<file path="config.mk">
export PLATFORM = sky130hd
export DESIGN_NAME = spi_master
export DESIGN_NICKNAME = d
export VERILOG_FILES = /design/src/rtl/spi_pkg.sv /design/src/rtl/spi_sclk_div.sv /design/src/rtl/spi_master.sv
export SDC_FILE = /design/constraint.sdc
export NUM_CORES = 1
export LEC_CHECK = 0
export ABC_AREA = 1
export CAP_MARGIN = 20
export CORE_MARGIN = 2
export CORE_UTILIZATION = 45
export DETAILED_ROUTE_END_ITERATION = 7
export GPL_TIMING_DRIVEN = 0
export HOLD_SLACK_MARGIN = 0.12
export PLACE_DENSITY = 0.68
export SYNTH_ARGS = -nofsm -noshare
export SYNTH_HDL_FRONTEND = slang
export SYNTH_SLANG_ARGS = --single-unit
</file>
<file path="constraint.sdc">
create_clock -name clk -period 2.04 [get_ports clk]
set_clock_uncertainty 0.05 [all_clocks]
set_input_delay 0.612 -clock clk [delete_from_list [all_inputs] [get_ports clk]]
set_output_delay 0.612 -clock clk [all_outputs]
set_load 0.01 [all_outputs]
</file>
<file path="src/rtl/spi_pkg.sv">
`default_nettype none
// ============================================================================
//  Module   : spi_pkg
//  Brief    : Shared types and constants for the SPI master block.
//  Revision : 1.0 - initial release
// ============================================================================
package spi_pkg;

    // Master transfer sequencer states
    typedef enum logic [1:0] {
        IDLE     = 2'd0,
        SETUP    = 2'd1,
        TRANSFER = 2'd2,
        FINISH   = 2'd3
    } state_t;

    localparam int SPI_DATA_W = 8;

    // SPI mode 0: clock idles low, data sampled on the leading edge
    localparam logic CPOL = 1'b0;
    localparam logic CPHA = 1'b0;

    // Divider counter width (holds CLK_DIV-1 for CLK_DIV up to 255)
    localparam int DIV_W = 8;

    // Bit counter width (counts 8 bits, wraps on the last one)
    localparam int BIT_CNT_W = 3;

endpackage : spi_pkg
`default_nettype wire

</file>
<file path="src/rtl/spi_sclk_div.sv">
`default_nettype none
// ============================================================================
//  Module   : spi_sclk_div
//  Brief    : sclk divider. Counts CLK_DIV system clocks per half period,
//             produces a terminal-count tick, single-cycle leading/trailing
//             edge strobes and the registered sclk level.
//  Revision : 1.0 - initial release
// ============================================================================
module spi_sclk_div
    import spi_pkg::*;
#(
    parameter int CLK_DIV = 4
) (
    input  logic clk,
    input  logic rst,
    input  logic run,      // high while the serial clock must toggle
    input  logic restart,  // reload the counter (state change)
    output logic tick,     // counter at terminal value this cycle
    output logic rise,     // sclk leaves idle level at the end of this cycle
    output logic fall,     // sclk returns to idle level at the end of this cycle
    output logic sclk
);

    localparam logic [DIV_W-1:0] DIV_LAST = DIV_W'(CLK_DIV - 1);

    logic [DIV_W-1:0] div_cnt;

    assign tick = (div_cnt == DIV_LAST);
    assign rise = run & tick & (sclk == CPOL);
    assign fall = run & tick & (sclk != CPOL);

    // Divider counter: reloads on every terminal count and on every state change
    always_ff @(posedge clk or posedge rst) begin
        if (rst) begin
            div_cnt <= '0;
        end else if (restart || tick) begin
            div_cnt <= '0;
        end else begin
            div_cnt <= div_cnt + DIV_W'(1);
        end
    end

    // Serial clock level: parked at idle outside TRANSFER, toggles on each tick
    always_ff @(posedge clk or posedge rst) begin
        if (rst) begin
            sclk <= CPOL;
        end else if (!run) begin
            sclk <= CPOL;
        end else if (tick) begin
            sclk <= ~sclk;
        end
    end

endmodule : spi_sclk_div
`default_nettype wire

</file>
<file path="src/rtl/spi_master.sv">
`default_nettype none
// ============================================================================
//  Module   : spi_master
//  Brief    : Single-byte SPI master, mode 0. IDLE -> SETUP -> TRANSFER ->
//             FINISH sequencer with tx/rx shift registers; sclk generation
//             lives in spi_sclk_div.
//             Build option SPI_MASTER_LSB_FIRST_EN: shift LSB first
//             (default build shifts MSB first).
//  Revision : 1.0 - initial release
// ============================================================================
module spi_master
    import spi_pkg::*;
#(
    parameter int CLK_DIV = 4
) (
    input  logic                  clk,
    input  logic                  rst,
    input  logic                  start,
    input  logic [SPI_DATA_W-1:0] tx_data,
    output logic                  busy,
    output logic                  done,
    output logic [SPI_DATA_W-1:0] rx_data,
    output logic                  sclk,
    output logic                  cs,
    output logic                  mosi,
    input  logic                  miso
);

    localparam logic [BIT_CNT_W-1:0] BIT_LAST = '1;

    state_t state;
    state_t next_state;

    logic [SPI_DATA_W-1:0] tx_sr;
    logic [SPI_DATA_W-1:0] rx_sr;
    logic [SPI_DATA_W-1:0] tx_next;
    logic [SPI_DATA_W-1:0] rx_next;
    logic [BIT_CNT_W-1:0]  bit_cnt;

    logic run;
    logic restart;
    logic tick;
    logic rise;
    logic fall;
    logic sample_edge;
    logic shift_edge;
    logic accept;
    logic last_shift;
    logic finish_exit;

    assign run     = (state == TRANSFER);
    assign restart = (next_state != state);

    // Mode 0 samples on the leading edge and shifts on the trailing edge
    assign sample_edge = (CPHA == 1'b0) ? rise : fall;
    assign shift_edge  = (CPHA == 1'b0) ? fall : rise;

    // mosi is a shift-register bit, so it is glitch-free and reads 0 whenever
    // the register has been cleared (reset, FINISH)
`ifdef SPI_MASTER_LSB_FIRST_EN
    assign mosi    = tx_sr[0];
    assign tx_next = {1'b0, tx_sr[SPI_DATA_W-1:1]};
    assign rx_next = {miso, rx_sr[SPI_DATA_W-1:1]};
`else
    assign mosi    = tx_sr[SPI_DATA_W-1];
    assign tx_next = {tx_sr[SPI_DATA_W-2:0], 1'b0};
    assign rx_next = {rx_sr[SPI_DATA_W-2:0], miso};
`endif

    spi_sclk_div #(
        .CLK_DIV (CLK_DIV)
    ) u_sclk_div (
        .clk     (clk),
        .rst     (rst),
        .run     (run),
        .restart (restart),
        .tick    (tick),
        .rise    (rise),
        .fall    (fall),
        .sclk    (sclk)
    );

    // Sequencer state register
    always_ff @(posedge clk or posedge rst) begin
        if (rst) begin
            state <= IDLE;
        end else begin
            state <= next_state;
        end
    end

    // Sequencer next-state decode and single-cycle event strobes
    always_comb begin
        next_state  = state;
        accept      = 1'b0;
        last_shift  = 1'b0;
        finish_exit = 1'b0;
        case (state)
            IDLE: begin
                if (start) begin
                    accept     = 1'b1;
                    next_state = SETUP;
                end
            end
            SETUP: begin
                if (tick) begin
                    next_state = TRANSFER;
                end
            end
            TRANSFER: begin
                if (shift_edge && (bit_cnt == BIT_LAST)) begin
                    last_shift = 1'b1;
                    next_state = FINISH;
                end
            end
            FINISH: begin
                if (tick) begin
                    finish_exit = 1'b1;
                    next_state  = IDLE;
                end
            end
            default: next_state = IDLE;
        endcase
    end

    // Registered status and chip select, decoded from the state being entered
    always_ff @(posedge clk or posedge rst) begin
        if (rst) begin
            cs      <= 1'b1;
            busy    <= 1'b0;
            done    <= 1'b0;
            rx_data <= '0;
        end else begin
            cs   <= !((next_state == SETUP) || (next_state == TRANSFER));
            busy <= (next_state != IDLE);
            done <= finish_exit;
            if (finish_exit) begin
                rx_data <= rx_sr;
            end
        end
    end

    // Shift registers and bit counter
    always_ff @(posedge clk or posedge rst) begin
        if (rst) begin
            tx_sr   <= '0;
            rx_sr   <= '0;
            bit_cnt <= '0;
        end else begin
            if (accept) begin
                tx_sr   <= tx_data;
                bit_cnt <= '0;
            end
            if (sample_edge) begin
                rx_sr <= rx_next;
            end
            if (shift_edge) begin
                bit_cnt <= bit_cnt + BIT_CNT_W'(1);
                // The last trailing edge clears tx_sr so mosi parks at 0
                tx_sr   <= last_shift ? '0 : tx_next;
            end
        end
    end

endmodule : spi_master
`default_nettype wire

</file>
# Word-level counts from Yosys, hierarchy flattened
# Cells that the tools add are included.
# Widths: inputs -> output; s select.
dict set report word_totals {
  input_bits 12
  output_inout_bits 13
  elab_cells 51
  reg_bits 41
}
dict set report classes {
  eq_ne 9
  bitwise_logic 4
  n_addsub 2
  n_mux 19
  reduce_logical 7
}
# cell count
set ops {}
lappend ops {{$mux 8} 4}
lappend ops {{$add 8x1->8 const B} 1}
lappend ops {{$eq 8x2->1 const B} 1}
lappend ops {{$mux 1} 8}
lappend ops {{$mux 2} 4}
lappend ops {{$pmux 2 s4} 1}
lappend ops {{$eq 2x2->1 const B} 3}
lappend ops {{$mux 3} 2}
lappend ops {{$eq 2x1->1 const B} 2}
lappend ops {{$reduce_bool 2->1} 2}
lappend ops {{$add 3x1->3 const B} 1}
lappend ops {{$and 1x1->1} 3}
lappend ops {{$eq 3x3->1 const B} 1}
lappend ops {{$logic_not 2->1} 1}
lappend ops {{$logic_or 1x1->1} 2}
lappend ops {{$ne 2x2->1} 1}
lappend ops {{$ne 2x2->1 const B} 1}
lappend ops {{$logic_and 1x1->1} 1}
lappend ops {{$logic_not 1->1} 1}
lappend ops {{$not 1->1} 1}

# Logic depth before layout (Yosys ltp)
# Gate-level depths: netlist of the first run.
dict set report logic_depth {
  depth_word 9
  ltp_mapped 9
  mapped_depth_nobuf 9
}

# By module
# Synthesis of the first run repeated with hierarchy kept, for this count alone.
dict set report unflattened {
  hier_cells 233
  area_unflattened_um2 2004.4
}
# module instances seq_area_each_um2 area_per_inst_um2 cells_each
set by_module_without_submodules {}
lappend by_module_without_submodules {spi_master 1 802.0 1524.0 167}
lappend by_module_without_submodules {spi_sclk_div 1 225.2 480.5 66}

# Worst setup path after synthesis of the first run
# Ideal clock, no wire load.
dict set report synth_timing {
  path_kind {reg2reg}
  from {reg u_sclk_div.div_cnt[0]}
  to {reg cs}
  stages_incl_launch_ff 10
  arrival_ps 1506
  n_path_buf 1
  required_ps 1932
  setup_ps 58
  synth_period_minus_slack_ps 1615
  setup_slack_ps 425
  cell_sequence {dfrtp_1 ha_1 nand2_1 nor2_8 buf_4 nand3_1 nand2_1 inv_1 ha_1 inv_1}
}
dict set report synth_via {
  elab_chain_cells 9
  elab_cells_between_ends 12
  classes_between {eq/ne: 3; mux: 4; bitwise: 2; reduce/logical: 3}
}
# item line
set synth_lines {}
lappend synth_lines {{from (decl)} spi_sclk_div.sv:26} ;# logic [DIV_W-1:0] div_cnt;
lappend synth_lines {{from (signal assigned)} spi_sclk_div.sv:39} ;# div_cnt <= div_cnt + DIV_W'(1);
lappend synth_lines {{$eq 8x2->1 (*)} spi_sclk_div.sv:28} ;# assign tick = (div_cnt == DIV_LAST);
lappend synth_lines {{$and 1x1->1 (2 in a row)} spi_sclk_div.sv:30} ;# assign fall = run & tick & (sclk != CPOL);
lappend synth_lines {{$logic_and 1x1->1} spi_master.sv:111} ;# if (shift_edge && (bit_cnt == BIT_LAST)) begin
lappend synth_lines {{$mux 2} spi_master.sv:111}
lappend synth_lines {{$pmux 2 s4 (*)} spi_master.sv:98} ;# case (state)
lappend synth_lines {{named net next_state[0]} spi_master.sv:32} ;# state_t next_state;
lappend synth_lines {{$eq 2x1->1 or $eq 2x2->1 (tied branches)} spi_master.sv:134} ;# cs <= !((next_state == SETUP) || (next_state == TRANSFER));
lappend synth_lines {{$logic_or 1x1->1 (*)} spi_master.sv:134}
lappend synth_lines {{$logic_not 1->1 (*)} spi_master.sv:134}
lappend synth_lines {{to (signal assigned)} spi_master.sv:134}
lappend synth_lines {{to (decl)} spi_master.sv:24} ;# output logic cs,
# The timed path passes the listed nets; every way through them passes the cells marked *.
# A chain may end at the register's enable or synchronous reset.

# Final worst setup path of the first run
dict set report layout_timing {
  from {reg cs}
  to {out cs}
}
# No word-level cell between the ends.

==> impl_results.html, run 1 <==
<table>
<tr><th>Metric</th><th>Value</th></tr>
<tr><th colspan="2">Synth</th></tr>
<tr><td>Xor-xnor portion of the synthesized cell area</td><td>0</td></tr>
<tr><td>Synthesized-area fraction occupied by ao, oa, aoi and oai cells</td><td>0.0696</td></tr>
<tr><td>Register area share after synthesis</td><td>0.534</td></tr>
<tr><td>Leading cell types by total area after synthesis</td><td>sky130_fd_sc_hd__dfrtp_1 (52%), sky130_fd_sc_hd__nand2_1 (12%), sky130_fd_sc_hd__nand3_1 (7.0%)</td></tr>
<tr><td>Synth Area in Simple Gates</td><td>0.273</td></tr>
<tr><td>Mapped Cells</td><td>roughly 230</td></tr>
<tr><td>Number of flops mapped to enable cells by yosys</td><td>0</td></tr>
<tr><td>Area share of fa/ha/maj cells after synthesis</td><td>0.0260</td></tr>
<tr><td>Most frequent cell after synthesis</td><td>sky130_fd_sc_hd__nand2_1</td></tr>
<tr><td>Synth top cells by count</td><td>sky130_fd_sc_hd__nand2_1 (62), sky130_fd_sc_hd__dfrtp_1 (40), sky130_fd_sc_hd__inv_1 (34)</td></tr>
<tr><td>Mapped Nets</td><td>245</td></tr>
<tr><td>Dominant combinational cell family by area after synthesis</td><td>simple AND/OR/NAND/NOR gates</td></tr>
<tr><td>Post-synthesis instance area</td><td>between 1500 and 2000 um^2</td></tr>
<tr><td>Share of cell area taken by muxes after synthesis</td><td>0</td></tr>
<tr><td>Mean instance size in the synthesized netlist</td><td>between 8 and 9 um^2</td></tr>
<tr><td>Synth Flop Type</td><td>sky130_fd_sc_hd__dfrtp_1</td></tr>
<tr><td>Asr flop ratio synth</td><td>1.00</td></tr>
<tr><td>Count of unique library cells instantiated by Yosys</td><td>22</td></tr>
<tr><td>Number of flip-flops and latches in the synthesized netlist</td><td>41</td></tr>
<tr><td>Top-area cell type share of the netlist area</td><td>0.520</td></tr>
<tr><td>Synth warn</td><td>0</td></tr>
<tr><td>Most area-hungry cell type in the Yosys netlist</td><td>sky130_fd_sc_hd__dfrtp_1</td></tr>
<tr><th colspan="2">Global route</th></tr>
<tr><td>Global-route usage over all layers</td><td>0.157</td></tr>
<tr><td>Met1 layer usage reported by global route</td><td>0.218</td></tr>
<tr><td>Via count of the first global-routing pass</td><td>1,342</td></tr>
<tr><td>Initial antenna violation count</td><td>0</td></tr>
<tr><td>Global-route wire length before repair</td><td>a little over 6000 um</td></tr>
<tr><td>Met3 routing resource usage after global routing</td><td>0.0494</td></tr>
<tr><td>Gr ovfl total</td><td>0</td></tr>
<tr><td>Maximum number of pins on one net before global-route repair</td><td>42</td></tr>
<tr><td>Most crowded layer after global routing</td><td>met2</td></tr>
<tr><td>Met2 demand-to-capacity share in global routing</td><td>0.223</td></tr>
<tr><th colspan="2">Floorplanning</th></tr>
<tr><td>Initial Util</td><td>0.474</td></tr>
<tr><td>I/O Pins</td><td>25</td></tr>
<tr><td>Floorplan die width</td><td>roughly 69 um</td></tr>
<tr><td>Die ar.</td><td>slightly below 5000 um^2</td></tr>
<tr><td>Core Footprint</td><td>4060 um^2</td></tr>
<tr><td>Std-Cell Rows</td><td>23</td></tr>
<tr><td>Vertical die dimension</td><td>a little under 70 um</td></tr>
<tr><th colspan="2">Layout</th></tr>
<tr><td>Layout Cells excl Fill</td><td>approximately 310</td></tr>
<tr><td>Syn-to-layout area delta</td><td>22.0%</td></tr>
<tr><td>Ant diodes</td><td>0</td></tr>
<tr><td>Fraction of final layout cells with drive strength greater than 1</td><td>0.123</td></tr>
<tr><td>Fillers</td><td>approximately 380</td></tr>
<tr><td>Fin nets</td><td>276</td></tr>
<tr><td>Post-route standard cell area excluding fillers</td><td>2350 um^2</td></tr>
<tr><th colspan="2">Timing</th></tr>
<tr><td>Count of endpoints failing hold in the final timing report</td><td>0</td></tr>
<tr><td>Unrepaired setup endpoints after global routing</td><td>false</td></tr>
<tr><td>Final setup violating endpoints</td><td>0</td></tr>
<tr><td>Min Tclk post-route</td><td>2000 ps</td></tr>
<tr><td>Max_slew headroom</td><td>0.450</td></tr>
<tr><td>Fmax</td><td>~0.5 GHz</td></tr>
<tr><td>Final TNS setup</td><td>0 ps</td></tr>
<tr><td>Final Slew Violations</td><td>0</td></tr>
<tr><td>Transition time of the tightest slew-check pin</td><td>between 800 and 900 ps</td></tr>
<tr><td>Period Utilization, post-route</td><td>0.981</td></tr>
<tr><td>Final-layout worst hold slack</td><td>~420 ps</td></tr>
<tr><th colspan="2">CTS</th></tr>
<tr><td>CTS-repair resized insts</td><td>0</td></tr>
<tr><td>Sink count of the clock tree</td><td>a little over 40</td></tr>
<tr><td>H-Tree Level Count</td><td>2</td></tr>
<tr><td>Clock tree from TritonCTS</td><td>yes</td></tr>
<tr><td>Post-CTS setup buffers</td><td>0</td></tr>
<tr><td>CTS Buf Count</td><td>5</td></tr>
<tr><td>Clock latency reported for the late side of the worst-skew pair</td><td>roughly 300 ps</td></tr>
<tr><td>Number of buffers added to fix hold violations after cts</td><td>0</td></tr>
<tr><td>Maximum root-to-sink buffer count</td><td>2</td></tr>
<tr><td>Master cell of the clock root buffer</td><td>sky130_fd_sc_hd__clkbuf_8</td></tr>
<tr><td>Reg clk slew, reported paths</td><td>around 80 ps</td></tr>
<tr><th colspan="2">Worst setup path</th></tr>
<tr><td>Cells along the critical path</td><td>clkdlybuf4s50_1</td></tr>
<tr><td>Count of buffering cells on the critical path with inverters included</td><td>1</td></tr>
<tr><td>Internal reg-to-reg setup slack</td><td>approximately 230 ps</td></tr>
<tr><td>Reg-to-reg startpoint</td><td>u_sclk_div.div_cnt[0]</td></tr>
<tr><td>Critical path type</td><td>reg -&gt; out</td></tr>
<tr><td>CP Max Fanout</td><td>1</td></tr>
<tr><td>Type of element capturing the critical path</td><td>output pin</td></tr>
<tr><td>Delay-heaviest family, CP</td><td>flip-flops</td></tr>
<tr><td>Slowest stage cell, crit path</td><td>sky130_fd_sc_hd__dfstp_2</td></tr>
<tr><td>Capturing point of the worst reg2reg path</td><td>cs</td></tr>
<tr><td>Setup crit start kind</td><td>flop</td></tr>
<tr><td>Worst endpoint data arrival time</td><td>between 1000 and 1500 ps</td></tr>
<tr><td>Delay of the slowest cell on the worst path</td><td>520 ps</td></tr>
<tr><td>Depth of the most critical reg-to-reg path</td><td>9</td></tr>
<tr><td>Worst endpoint required time</td><td>around 1400 ps</td></tr>
<tr><th colspan="2">Power</th></tr>
<tr><td>Power Density</td><td>1200 nW/um^2</td></tr>
<tr><td>Peak supply drop</td><td>approximately 630 uV</td></tr>
<tr><td>Pleak</td><td>approximately 1.2 nW</td></tr>
<tr><td>Overall power consumption</td><td>2.82 mW</td></tr>
<tr><th colspan="2">Detailed routing</th></tr>
<tr><td>DRC errors left</td><td>0</td></tr>
<tr><td>DRC marker count from the first detailed-route iteration</td><td>between 80 and 90</td></tr>
<tr><td>Final routed wirelength across all metal layers</td><td>approximately 3400 um</td></tr>
<tr><td>Pre-Repair DR Iteration Count</td><td>4</td></tr>
<tr><td>Post-DRT Antenna Nets</td><td>0</td></tr>
<tr><td>Vias post-DR</td><td>around 1.4k</td></tr>
<tr><td>Via-to-Cell Ratio</td><td>approximately 4.6</td></tr>
<tr><td>Detail-routed net length per standard cell</td><td>10.9 um</td></tr>
<tr><th colspan="2">Placement</th></tr>
<tr><td>Dpl cells</td><td>303</td></tr>
<tr><td>Placed Area</td><td>2230 um^2</td></tr>
<tr><td>Port Buffers</td><td>24</td></tr>
<tr><td>Detailed-placement wirelength estimate</td><td>around 2400 um</td></tr>
<tr><td>RD Place Congestion</td><td>around 0.75</td></tr>
<tr><th colspan="2">Worst hold path</th></tr>
<tr><td>Worst hold path endpoint</td><td>u_sclk_div.div_cnt[0]</td></tr>
<tr><td>Hold Path Stages</td><td>1</td></tr>
<tr><td>Hold path start</td><td>u_sclk_div.div_cnt[0]</td></tr>
<tr><td>Path category of the worst min-delay check</td><td>reg -&gt; reg</td></tr>
<tr><th colspan="2">Run status</th></tr>
<tr><td>Result of the run</td><td>finished clean</td></tr>
<tr><th colspan="2">Flow run</th></tr>
<tr><td>Max-cap violation count</td><td>0</td></tr>
</table>
==> kinds of logic (layout without fill, tap and decap cells) <==
| group | Yosys count | in the layout |
|---|---|---|
| simple gates | 119 | 119 |
| buf+inv | 44 | 76 |
| flops | 41 | 41 |
| compound gates | 21 | 21 |
| fa+ha+maj | 4 | 4 |
==> cell usage in the layout, fill, tap and decap left out, drive strengths merged <==
cell type      Yosys  final
a21oi              3      3
buf                6      6
bufinv             0      1
clkbuf             1      7
clkdlybuf4s50      0     24
clkinvlp           0      1
dfrtp             40     40
dfstp              1      1
ha                 4      4
inv               37     37
nand2             66     66
nand3             28     28
nand3b             1      1
nor2              23     23
nor3               1      1
o21ai             17     17
o21bai             1      1
==> power breakdown <==
part | total [mW] | switching (mW) | internal, mW
registers | 1.20 | 0.144 | 1.06
logic | 0.942 | 0.538 | 0.404
clock network | 0.678 | 0.280 | 0.398
total | 2.82 | 0.962 | 1.86
==> sequential cells by signal (all words and copies together), names as in the netlist, 2 cells and up <==
register	cells
rx_data	8
rx_sr	8
tx_sr	8
u_sclk_div.div_cnt	8
bit_cnt	3
state	2
==> per-stage QoR <==
step                setup slack [ps]  utilization
detailed placement             -69.4        0.549
global route                    3.36        0.578
CTS                             22.2        0.578
floorplan                        425            -
global placement                -493        0.549
finish                          38.3        0.578
==> area by class of cell <==
class | instances | area [um^2] | share of cell area
sequential | 41 | 1030 | 0.438
multi-input combinational | 144 | 709 | 0.302
timing repair buffer | 24 | 240 | 0.102
inverter | 37 | 139 | 0.0592
clock buffer | 6 | 82.6 | 0.0352
tap | 50 | 62.6 | 0.0267
buffer | 7 | 48.8 | 0.0208
clock inverter | 2 | 37.5 | 0.0160
==> layer usage <==
metal / wire (um) / vias to the layer above
li1: - / 764
met1: 1740 / 646
met2: 1440 / 27
met3: 151 / 6
met4: 70 / 0
met5: 0 / -
==> worst max-delay path by stage <==
stage,start,end,slack [ps],depth (start not counted)
2_1_floorplan,rst,bit_cnt[0],430,1
5_1_grt,cs,cs,3,1
3_5_place_dp,start,cs,-70,8
4_1_cts,cs,cs,20,1
6_report,cs,cs,40,1
3_3_place_gp,rst,busy,-490,2
Note: power is estimated with default switching activity, not from simulation.
==> run 2, diff against run 1 <==
--- a/config.mk
+++ b/config.mk
@@ -13,6 +13,7 @@
 export GPL_TIMING_DRIVEN = 0
 export HOLD_SLACK_MARGIN = 0.12
 export PLACE_DENSITY = 0.68
+export RECOVER_POWER = 25
 export SYNTH_ARGS = -nofsm -noshare
 export SYNTH_HDL_FRONTEND = slang
 export SYNTH_SLANG_ARGS = --single-unit
==> run 2 against run 1 <==
Setup slack hardly changed. Final cell count stayed put. Clock power hardly changed. Largest cell class unchanged. Critical path depth stayed put. Largest power group unchanged. Critical endpoint unchanged. Sequential share of layout area is 0.093 points higher. Final area is 0.21% lower. Highest routed layer unchanged.
==> impl_results.html, run 2 (synthesized netlist as in run 1, its figures left out) <==
<table>
<tr><th>Metric</th><th>Value</th></tr>
<tr><th colspan="2">Worst setup path</th></tr>
<tr><td>Startpoint of the worst setup timing path</td><td>cs (unchanged)</td></tr>
<tr><td>Setup crit start kind</td><td>flop (unchanged)</td></tr>
<tr><td>Critical path type</td><td>reg -&gt; out (unchanged)</td></tr>
<tr><td>Delay-heaviest family, CP</td><td>flip-flops (unchanged)</td></tr>
<tr><td>Cells along the critical path</td><td>clkdlybuf4s50_1 (unchanged)</td></tr>
<tr><td>Delay of the slowest cell on the worst path</td><td>520 ps (about the same)</td></tr>
<tr><td>Reg-to-reg startpoint</td><td>u_sclk_div.div_cnt[0] (unchanged)</td></tr>
<tr><td>Type of element capturing the critical path</td><td>output pin (unchanged)</td></tr>
<tr><td>CP Max Fanout</td><td>1 (unchanged)</td></tr>
<tr><td>Count of buffering cells on the critical path with inverters included</td><td>1 (unchanged)</td></tr>
<tr><td>Worst endpoint required time</td><td>1380 ps (about the same)</td></tr>
<tr><td>Slowest stage cell, crit path</td><td>sky130_fd_sc_hd__dfstp_2 (unchanged)</td></tr>
<tr><td>Worst endpoint data arrival time</td><td>1340 ps (about the same)</td></tr>
<tr><th colspan="2">CTS</th></tr>
<tr><td>Clock tree from TritonCTS</td><td>yes (unchanged)</td></tr>
<tr><td>Maximum root-to-sink buffer count</td><td>2 (unchanged)</td></tr>
<tr><td>Master cell of the clock root buffer</td><td>sky130_fd_sc_hd__clkbuf_8 (unchanged)</td></tr>
<tr><td>Sink count of the clock tree</td><td>41 (unchanged)</td></tr>
<tr><td>Number of buffers added to fix hold violations after cts</td><td>0 (unchanged)</td></tr>
<tr><td>Reg clk slew, reported paths</td><td>80 ps (about the same)</td></tr>
<tr><td>H-Tree Level Count</td><td>2 (unchanged)</td></tr>
<tr><td>Post-CTS setup buffers</td><td>0 (unchanged)</td></tr>
<tr><td>CTS-repair resized insts</td><td>0 (unchanged)</td></tr>
<tr><td>Clock latency reported for the late side of the worst-skew pair</td><td>300 ps (about the same)</td></tr>
<tr><td>CTS Buf Count</td><td>5 (unchanged)</td></tr>
<tr><th colspan="2">Global route</th></tr>
<tr><td>Via count of the first global-routing pass</td><td>1,342 (unchanged)</td></tr>
<tr><td>Maximum number of pins on one net before global-route repair</td><td>42 (unchanged)</td></tr>
<tr><td>Gr ovfl total</td><td>0 (unchanged)</td></tr>
<tr><td>Initial antenna violation count</td><td>0 (unchanged)</td></tr>
<tr><td>Global-route usage over all layers</td><td>0.157 (unchanged)</td></tr>
<tr><td>Global-route wire length before repair</td><td>6040 um (unchanged)</td></tr>
<tr><th colspan="2">Power</th></tr>
<tr><td>Pleak</td><td>1.19 nW (about the same)</td></tr>
<tr><td>Power Density</td><td>1200 nW/um^2 (about the same)</td></tr>
<tr><td>Overall power consumption</td><td>2.82 mW (about the same)</td></tr>
<tr><td>Peak supply drop</td><td>628 uV (about the same)</td></tr>
<tr><th colspan="2">Layout</th></tr>
<tr><td>Fillers</td><td>382 (was 381)</td></tr>
<tr><td>Fraction of final layout cells with drive strength greater than 1</td><td>0.115 (was 0.123)</td></tr>
<tr><td>Ant diodes</td><td>0 (unchanged)</td></tr>
<tr><td>Syn-to-layout area delta</td><td>21.7% (was 22.0%)</td></tr>
<tr><td>Commonest cells after routing, fill and taps aside</td><td>sky130_fd_sc_hd__nand2_1 (64), sky130_fd_sc_hd__dfrtp_1 (40), sky130_fd_sc_hd__inv_1 (33) (was sky130_fd_sc_hd__nand2_1 (62), sky130_fd_sc_hd__dfrtp_1 (40), sky130_fd_sc_hd__inv_1 (33))</td></tr>
<tr><td>Layout Cells excl Fill</td><td>311 (unchanged)</td></tr>
<tr><td>Fin nets</td><td>276 (unchanged)</td></tr>
<tr><td>Leading cell type in the layout, fill and taps excluded</td><td>sky130_fd_sc_hd__nand2_1 (unchanged)</td></tr>
<tr><th colspan="2">Floorplanning</th></tr>
<tr><td>Initial Util</td><td>0.474 (unchanged)</td></tr>
<tr><td>Vertical die dimension</td><td>69.4 um (unchanged)</td></tr>
<tr><td>Die ar.</td><td>4820 um^2 (unchanged)</td></tr>
<tr><td>Core Footprint</td><td>4060 um^2 (unchanged)</td></tr>
<tr><td>Std-Cell Rows</td><td>23 (unchanged)</td></tr>
<tr><td>I/O Pins</td><td>25 (unchanged)</td></tr>
<tr><td>Floorplan die width</td><td>69.4 um (unchanged)</td></tr>
<tr><th colspan="2">Timing</th></tr>
<tr><td>Final TNS setup</td><td>0 ps (unchanged)</td></tr>
<tr><td>Count of endpoints failing hold in the final timing report</td><td>0 (unchanged)</td></tr>
<tr><td>Final Slew Violations</td><td>0 (unchanged)</td></tr>
<tr><td>Min Tclk post-route</td><td>2000 ps (about the same)</td></tr>
<tr><td>Final setup violating endpoints</td><td>0 (unchanged)</td></tr>
<tr><td>Unrepaired setup endpoints after global routing</td><td>false (unchanged)</td></tr>
<tr><td>Max_slew headroom</td><td>0.450 (about the same)</td></tr>
<tr><td>Transition time of the tightest slew-check pin</td><td>823 ps (was 824 ps)</td></tr>
<tr><td>Period Utilization, post-route</td><td>0.981 (about the same)</td></tr>
<tr><td>Final-layout worst hold slack</td><td>418 ps (was 420 ps)</td></tr>
<tr><td>Final setup margin</td><td>38.5 ps (was 38.3 ps)</td></tr>
<tr><td>Fmax</td><td>0.500 GHz (about the same)</td></tr>
<tr><th colspan="2">Placement</th></tr>
<tr><td>Detailed-placement wirelength estimate</td><td>2360 um (unchanged)</td></tr>
<tr><td>Setup Slack @ Placement</td><td>-69.4 ps (unchanged)</td></tr>
<tr><td>Dpl cells</td><td>303 (unchanged)</td></tr>
<tr><td>RD Place Congestion</td><td>0.749 (unchanged)</td></tr>
<tr><td>Port Buffers</td><td>24 (unchanged)</td></tr>
<tr><th colspan="2">Detailed routing</th></tr>
<tr><td>Detail-routed net length per standard cell</td><td>10.8 um (was 10.9 um)</td></tr>
<tr><td>Pre-Repair DR Iteration Count</td><td>4 (unchanged)</td></tr>
<tr><td>Vias post-DR</td><td>1,432 (was 1,443)</td></tr>
<tr><td>Final routed wirelength across all metal layers</td><td>3370 um (was 3400 um)</td></tr>
<tr><td>Via-to-Cell Ratio</td><td>4.60 (was 4.64)</td></tr>
<tr><td>DRC marker count from the first detailed-route iteration</td><td>90 (was 88)</td></tr>
<tr><td>DRC errors left</td><td>0 (unchanged)</td></tr>
<tr><td>Post-DRT Antenna Nets</td><td>0 (unchanged)</td></tr>
<tr><th colspan="2">Worst hold path</th></tr>
<tr><td>Path category of the worst min-delay check</td><td>reg -&gt; reg (unchanged)</td></tr>
<tr><td>Hold path start</td><td>u_sclk_div.div_cnt[0] (unchanged)</td></tr>
<tr><th colspan="2">Run status</th></tr>
<tr><td>Result of the run</td><td>finished clean (unchanged)</td></tr>
<tr><th colspan="2">Flow run</th></tr>
<tr><td>Max-cap violation count</td><td>0 (unchanged)</td></tr>
</table>
run 2: cell types whose count changed in the layout (fill, tap and decap cells not counted), sizes merged:
cell,previous run,this run
dlygate4sd3,0,1
clkdlybuf4s50,24,23
run 2: metal layers:
metal | GRT usage | vias up | part of all wire | wire length (um)
met2 | 0.223 | 23 | 0.43 | 1440
met4 | 0.0719 | 0 | 0.021 | 70
met1 | 0.218 | 639 | 0.51 | 1710
li1 | - | 764 | - | -
met5 | 0 | - | 0 | 0
met3 | 0.0494 | 6 | 0.042 | 143
run 2: power breakdown:
group	switching (mW)	total (mW)	internal, mW	leakage (nW)
clock network	0.277	0.675	0.398	0.0574
registers	0.144	1.20	1.06	0.529
logic	0.533	0.936	0.403	0.605
total	0.954	2.82	1.86	1.19
run 2: cell type report:
cell class	instances	area (um^2)	share of cell area
well taps	50	62.6	0.0267
flip-flops and latches	41	1030	0.439
clock buffers	6	82.6	0.0353
clock inverters	2	37.5	0.0160
repair buffers	24	240	0.103
plain buffers	7	48.8	0.0208
inverters	37	139	0.0593
multi-input cells	144	704	0.301
run 2: per-stage QoR:
stage,utilization,instance area [um^2]
2_1_floorplan,-,1920
3_3_place_gp,0.549,2230
3_5_place_dp,0.549,2230
4_1_cts,0.578,2350
5_1_grt,0.577,2340
6_report,0.577,2340
run 2: worst paths after layout:
path | endpoint | slack [ps] | depth (start not counted)
setup / recovery | cs | 40 | 1
hold / removal | u_sclk_div.div_cnt[0] | 420 | 1
setup reg to reg | cs | 260 | 9
hold reg to reg | u_sclk_div.div_cnt[0] | 420 | 1
max in group asynchronous | bit_cnt[2] | 530 | 2
min in group asynchronous | rx_data[7] | 880 | 2
==> run 3, diff against run 2 <==
==> constraint.sdc (replaced) <==
create_clock -name clk -period 2.5 [get_ports clk]
set_clock_uncertainty 0.05 [all_clocks]
set_input_delay 0.75 -clock clk [delete_from_list [all_inputs] [get_ports clk]]
set_output_delay 0.75 -clock clk [all_outputs]
set_load 0.01 [all_outputs]
==> run 3 against run 2 <==
Via count grew 0.70%. First-iteration DRC count shrank 7.8%. Sequential share of layout area grew 0.74 points. Register-to-register slack gained 150 ps. Flip-flop and latch count is the same. Critical path depth is the same. Count of clock-buffer cells in the layout is the same. Final cell count is the same. Power shrank 20%. Critical path type unchanged.
==> impl_results.html, run 3 (synthesized netlist as in run 1, its figures left out) <==
<table>
<tr><th>Metric</th><th>Value</th></tr>
<tr><th colspan="2">Run status</th></tr>
<tr><td>Result of the run</td><td>finished clean (unchanged)</td></tr>
<tr><th colspan="2">Floorplanning</th></tr>
<tr><td>Core Footprint</td><td>4060 um^2 (unchanged)</td></tr>
<tr><td>Vertical die dimension</td><td>69.4 um (unchanged)</td></tr>
<tr><td>Std-Cell Rows</td><td>23 (unchanged)</td></tr>
<tr><td>Initial Util</td><td>0.474 (unchanged)</td></tr>
<tr><td>I/O Pins</td><td>25 (unchanged)</td></tr>
<tr><td>Die ar.</td><td>4820 um^2 (unchanged)</td></tr>
<tr><td>Floorplan die width</td><td>69.4 um (unchanged)</td></tr>
<tr><th colspan="2">Placement</th></tr>
<tr><td>Detailed-placement wirelength estimate</td><td>2360 um (unchanged)</td></tr>
<tr><td>Port Buffers</td><td>24 (unchanged)</td></tr>
<tr><td>RD Place Congestion</td><td>0.749 (unchanged)</td></tr>
<tr><td>Setup Slack @ Placement</td><td>253 ps (was -69.4 ps)</td></tr>
<tr><th colspan="2">Layout</th></tr>
<tr><td>Commonest cells after routing, fill and taps aside</td><td>sky130_fd_sc_hd__nand2_1 (64), sky130_fd_sc_hd__dfrtp_1 (40), sky130_fd_sc_hd__inv_1 (33) (unchanged)</td></tr>
<tr><td>Fraction of final layout cells with drive strength greater than 1</td><td>0.0920 (was 0.115)</td></tr>
<tr><td>Fillers</td><td>393 (was 382)</td></tr>
<tr><td>Fin nets</td><td>276 (unchanged)</td></tr>
<tr><td>Fraction of the core area covered by cells at the end of the flow</td><td>0.568 (was 0.577)</td></tr>
<tr><td>Syn-to-layout area delta</td><td>19.7% (was 21.7%)</td></tr>
<tr><td>Leading cell type in the layout, fill and taps excluded</td><td>sky130_fd_sc_hd__nand2_1 (unchanged)</td></tr>
<tr><td>Ant diodes</td><td>0 (unchanged)</td></tr>
<tr><th colspan="2">Worst setup path</th></tr>
<tr><td>Startpoint of the worst setup timing path</td><td>cs (unchanged)</td></tr>
<tr><td>Setup crit start kind</td><td>flop (unchanged)</td></tr>
<tr><td>Capture point of the critical path</td><td>cs (unchanged)</td></tr>
<tr><td>CP Max Fanout</td><td>1 (unchanged)</td></tr>
<tr><td>Worst endpoint data arrival time</td><td>1340 ps (about the same)</td></tr>
<tr><td>Type of element capturing the critical path</td><td>output pin (unchanged)</td></tr>
<tr><td>Slowest stage cell, crit path</td><td>sky130_fd_sc_hd__dfstp_2 (unchanged)</td></tr>
<tr><td>Count of buffering cells on the critical path with inverters included</td><td>1 (unchanged)</td></tr>
<tr><td>Depth of the most critical reg-to-reg path</td><td>9 (unchanged)</td></tr>
<tr><td>Delay-heaviest family, CP</td><td>flip-flops (unchanged)</td></tr>
<tr><td>Number of stages on the worst setup path</td><td>1 (unchanged)</td></tr>
<tr><td>Internal reg-to-reg setup slack</td><td>410 ps (was 260 ps)</td></tr>
<tr><td>Critical path type</td><td>reg -&gt; out (unchanged)</td></tr>
<tr><td>Capturing point of the worst reg2reg path</td><td>cs (unchanged)</td></tr>
<tr><td>Reg-to-reg startpoint</td><td>u_sclk_div.div_cnt[0] (unchanged)</td></tr>
<tr><td>Delay of the slowest cell on the worst path</td><td>520 ps (about the same)</td></tr>
<tr><td>Cells along the critical path</td><td>clkdlybuf4s50_1 (unchanged)</td></tr>
<tr><td>Worst endpoint required time</td><td>1700 ps (was 1380 ps)</td></tr>
<tr><th colspan="2">Global route</th></tr>
<tr><td>Via count of the first global-routing pass</td><td>1,342 (unchanged)</td></tr>
<tr><td>Maximum number of pins on one net before global-route repair</td><td>42 (unchanged)</td></tr>
<tr><td>Global-route usage over all layers</td><td>0.157 (unchanged)</td></tr>
<tr><td>Gr ovfl total</td><td>0 (unchanged)</td></tr>
<tr><td>Global-route wire length before repair</td><td>6040 um (unchanged)</td></tr>
<tr><td>Initial antenna violation count</td><td>0 (unchanged)</td></tr>
<tr><th colspan="2">Detailed routing</th></tr>
<tr><td>DRC errors left</td><td>0 (unchanged)</td></tr>
<tr><td>Final routed wirelength across all metal layers</td><td>3420 um (was 3370 um)</td></tr>
<tr><td>Pre-Repair DR Iteration Count</td><td>4 (unchanged)</td></tr>
<tr><td>Via-to-Cell Ratio</td><td>4.64 (was 4.60)</td></tr>
<tr><td>Detail-routed net length per standard cell</td><td>11.0 um (was 10.8 um)</td></tr>
<tr><td>Vias post-DR</td><td>1,442 (was 1,432)</td></tr>
<tr><td>DRC marker count from the first detailed-route iteration</td><td>83 (was 90)</td></tr>
<tr><td>Post-DRT Antenna Nets</td><td>0 (unchanged)</td></tr>
<tr><th colspan="2">CTS</th></tr>
<tr><td>Clock latency reported for the late side of the worst-skew pair</td><td>300 ps (about the same)</td></tr>
<tr><td>Reg clk slew, reported paths</td><td>80 ps (about the same)</td></tr>
<tr><td>Clock tree from TritonCTS</td><td>yes (unchanged)</td></tr>
<tr><td>Maximum root-to-sink buffer count</td><td>2 (unchanged)</td></tr>
<tr><td>Number of buffers added to fix hold violations after cts</td><td>0 (unchanged)</td></tr>
<tr><td>Post-CTS setup buffers</td><td>0 (unchanged)</td></tr>
<tr><td>Sink count of the clock tree</td><td>41 (unchanged)</td></tr>
<tr><td>CTS Buf Count</td><td>5 (unchanged)</td></tr>
<tr><td>CTS-repair resized insts</td><td>0 (unchanged)</td></tr>
<tr><td>Master cell of the clock root buffer</td><td>sky130_fd_sc_hd__clkbuf_8 (unchanged)</td></tr>
<tr><td>H-Tree Level Count</td><td>2 (unchanged)</td></tr>
<tr><th colspan="2">Timing</th></tr>
<tr><td>Final setup margin</td><td>360 ps (was 38.5 ps)</td></tr>
<tr><td>Fmax</td><td>about 0.47 GHz</td></tr>
<tr><td>Final TNS setup</td><td>0 ps (unchanged)</td></tr>
<tr><td>Period Utilization, post-route</td><td>0.856</td></tr>
<tr><td>Min Tclk post-route</td><td>2140 ps</td></tr>
<tr><td>Final Slew Violations</td><td>0 (unchanged)</td></tr>
<tr><td>Unrepaired setup endpoints after global routing</td><td>false (unchanged)</td></tr>
<tr><td>Count of endpoints failing hold in the final timing report</td><td>0 (unchanged)</td></tr>
<tr><td>Final setup violating endpoints</td><td>0 (unchanged)</td></tr>
<tr><td>Transition time of the tightest slew-check pin</td><td>823 ps (about the same)</td></tr>
<tr><td>Max_slew headroom</td><td>0.451 (was 0.450)</td></tr>
<tr><th colspan="2">Worst hold path</th></tr>
<tr><td>Hold path start</td><td>u_sclk_div.div_cnt[0] (unchanged)</td></tr>
<tr><td>Path category of the worst min-delay check</td><td>reg -&gt; reg (unchanged)</td></tr>
<tr><th colspan="2">Flow run</th></tr>
<tr><td>Max-cap violation count</td><td>0 (unchanged)</td></tr>
<tr><th colspan="2">Power</th></tr>
<tr><td>Pleak</td><td>1.18 nW (was 1.19 nW)</td></tr>
<tr><td>Power Density</td><td>980 nW/um^2 (was 1200 nW/um^2)</td></tr>
<tr><td>Peak supply drop</td><td>505 uV (was 628 uV)</td></tr>
</table>
-- run 3: cell count changes in the layout (fill, tap and decap cells not counted) --
| cell | change |
|---|---|
| sky130_fd_sc_hd__o21ai_0 | +4 |
| sky130_fd_sc_hd__nor2_8 | -1 |
| sky130_fd_sc_hd__o21ai_2 | -4 |
| sky130_fd_sc_hd__clkbuf_1 | +1 |
| sky130_fd_sc_hd__buf_6 | -1 |
| sky130_fd_sc_hd__nor2_1 | +1 |
-- run 3: how the worst min path moves through the flow --
stage / to / slack (ps) / depth (start not counted)
after floorplan: u_sclk_div.div_cnt[0] / 380 / 1
after global placement: u_sclk_div.div_cnt[0] / 400 / 1
after detailed placement: rx_sr[0] / 410 / 2
after CTS: u_sclk_div.div_cnt[0] / 420 / 1
after global routing: u_sclk_div.div_cnt[0] / 450 / 1
final: u_sclk_div.div_cnt[0] / 420 / 1
-- run 3: per-stage QoR --
| step | std cells | power, mW | hold WS, ps | instance area [um^2] |
|---|---|---|---|---|
| 3_3_place_gp | 303 | 1.75 | 402 | 2230 |
| 2_1_floorplan | 229 | 1.52 | 383 | 1920 |
| 6_report | 311 | 2.26 | 420 | 2300 |
| 5_1_grt | 311 | 2.44 | 452 | 2300 |
| 3_5_place_dp | 303 | 1.78 | 409 | 2230 |
| 4_1_cts | 311 | 2.34 | 420 | 2350 |
-- run 3: power breakdown --
group,total [mW],internal [mW],switching (mW)
registers,0.983,0.865,0.118
clock network,0.556,0.325,0.231
logic,0.719,0.310,0.409
total,2.26,1.50,0.758
-- run 3: per-layer routing --
| metal | global-route usage | up-vias | wire [um] |
|---|---|---|---|
| met5 | 0 | - | 0 |
| met4 | 0.0719 | 0 | 70 |
| met3 | 0.0494 | 6 | 157 |
| met2 | 0.223 | 27 | 1440 |
| met1 | 0.218 | 646 | 1740 |
| li1 | - | 763 | - |
-- run 3: layout make-up --
type	count	area [um^2]	share of cell area
inverters	37	139	0.0603
clock inverters	2	37.5	0.0163
repair buffers	24	240	0.104
plain buffers	7	41.3	0.0179
clock buffers	6	82.6	0.0359
well taps	50	62.6	0.0272
flip-flops and latches	41	1030	0.446
multi-input cells	144	673	0.292
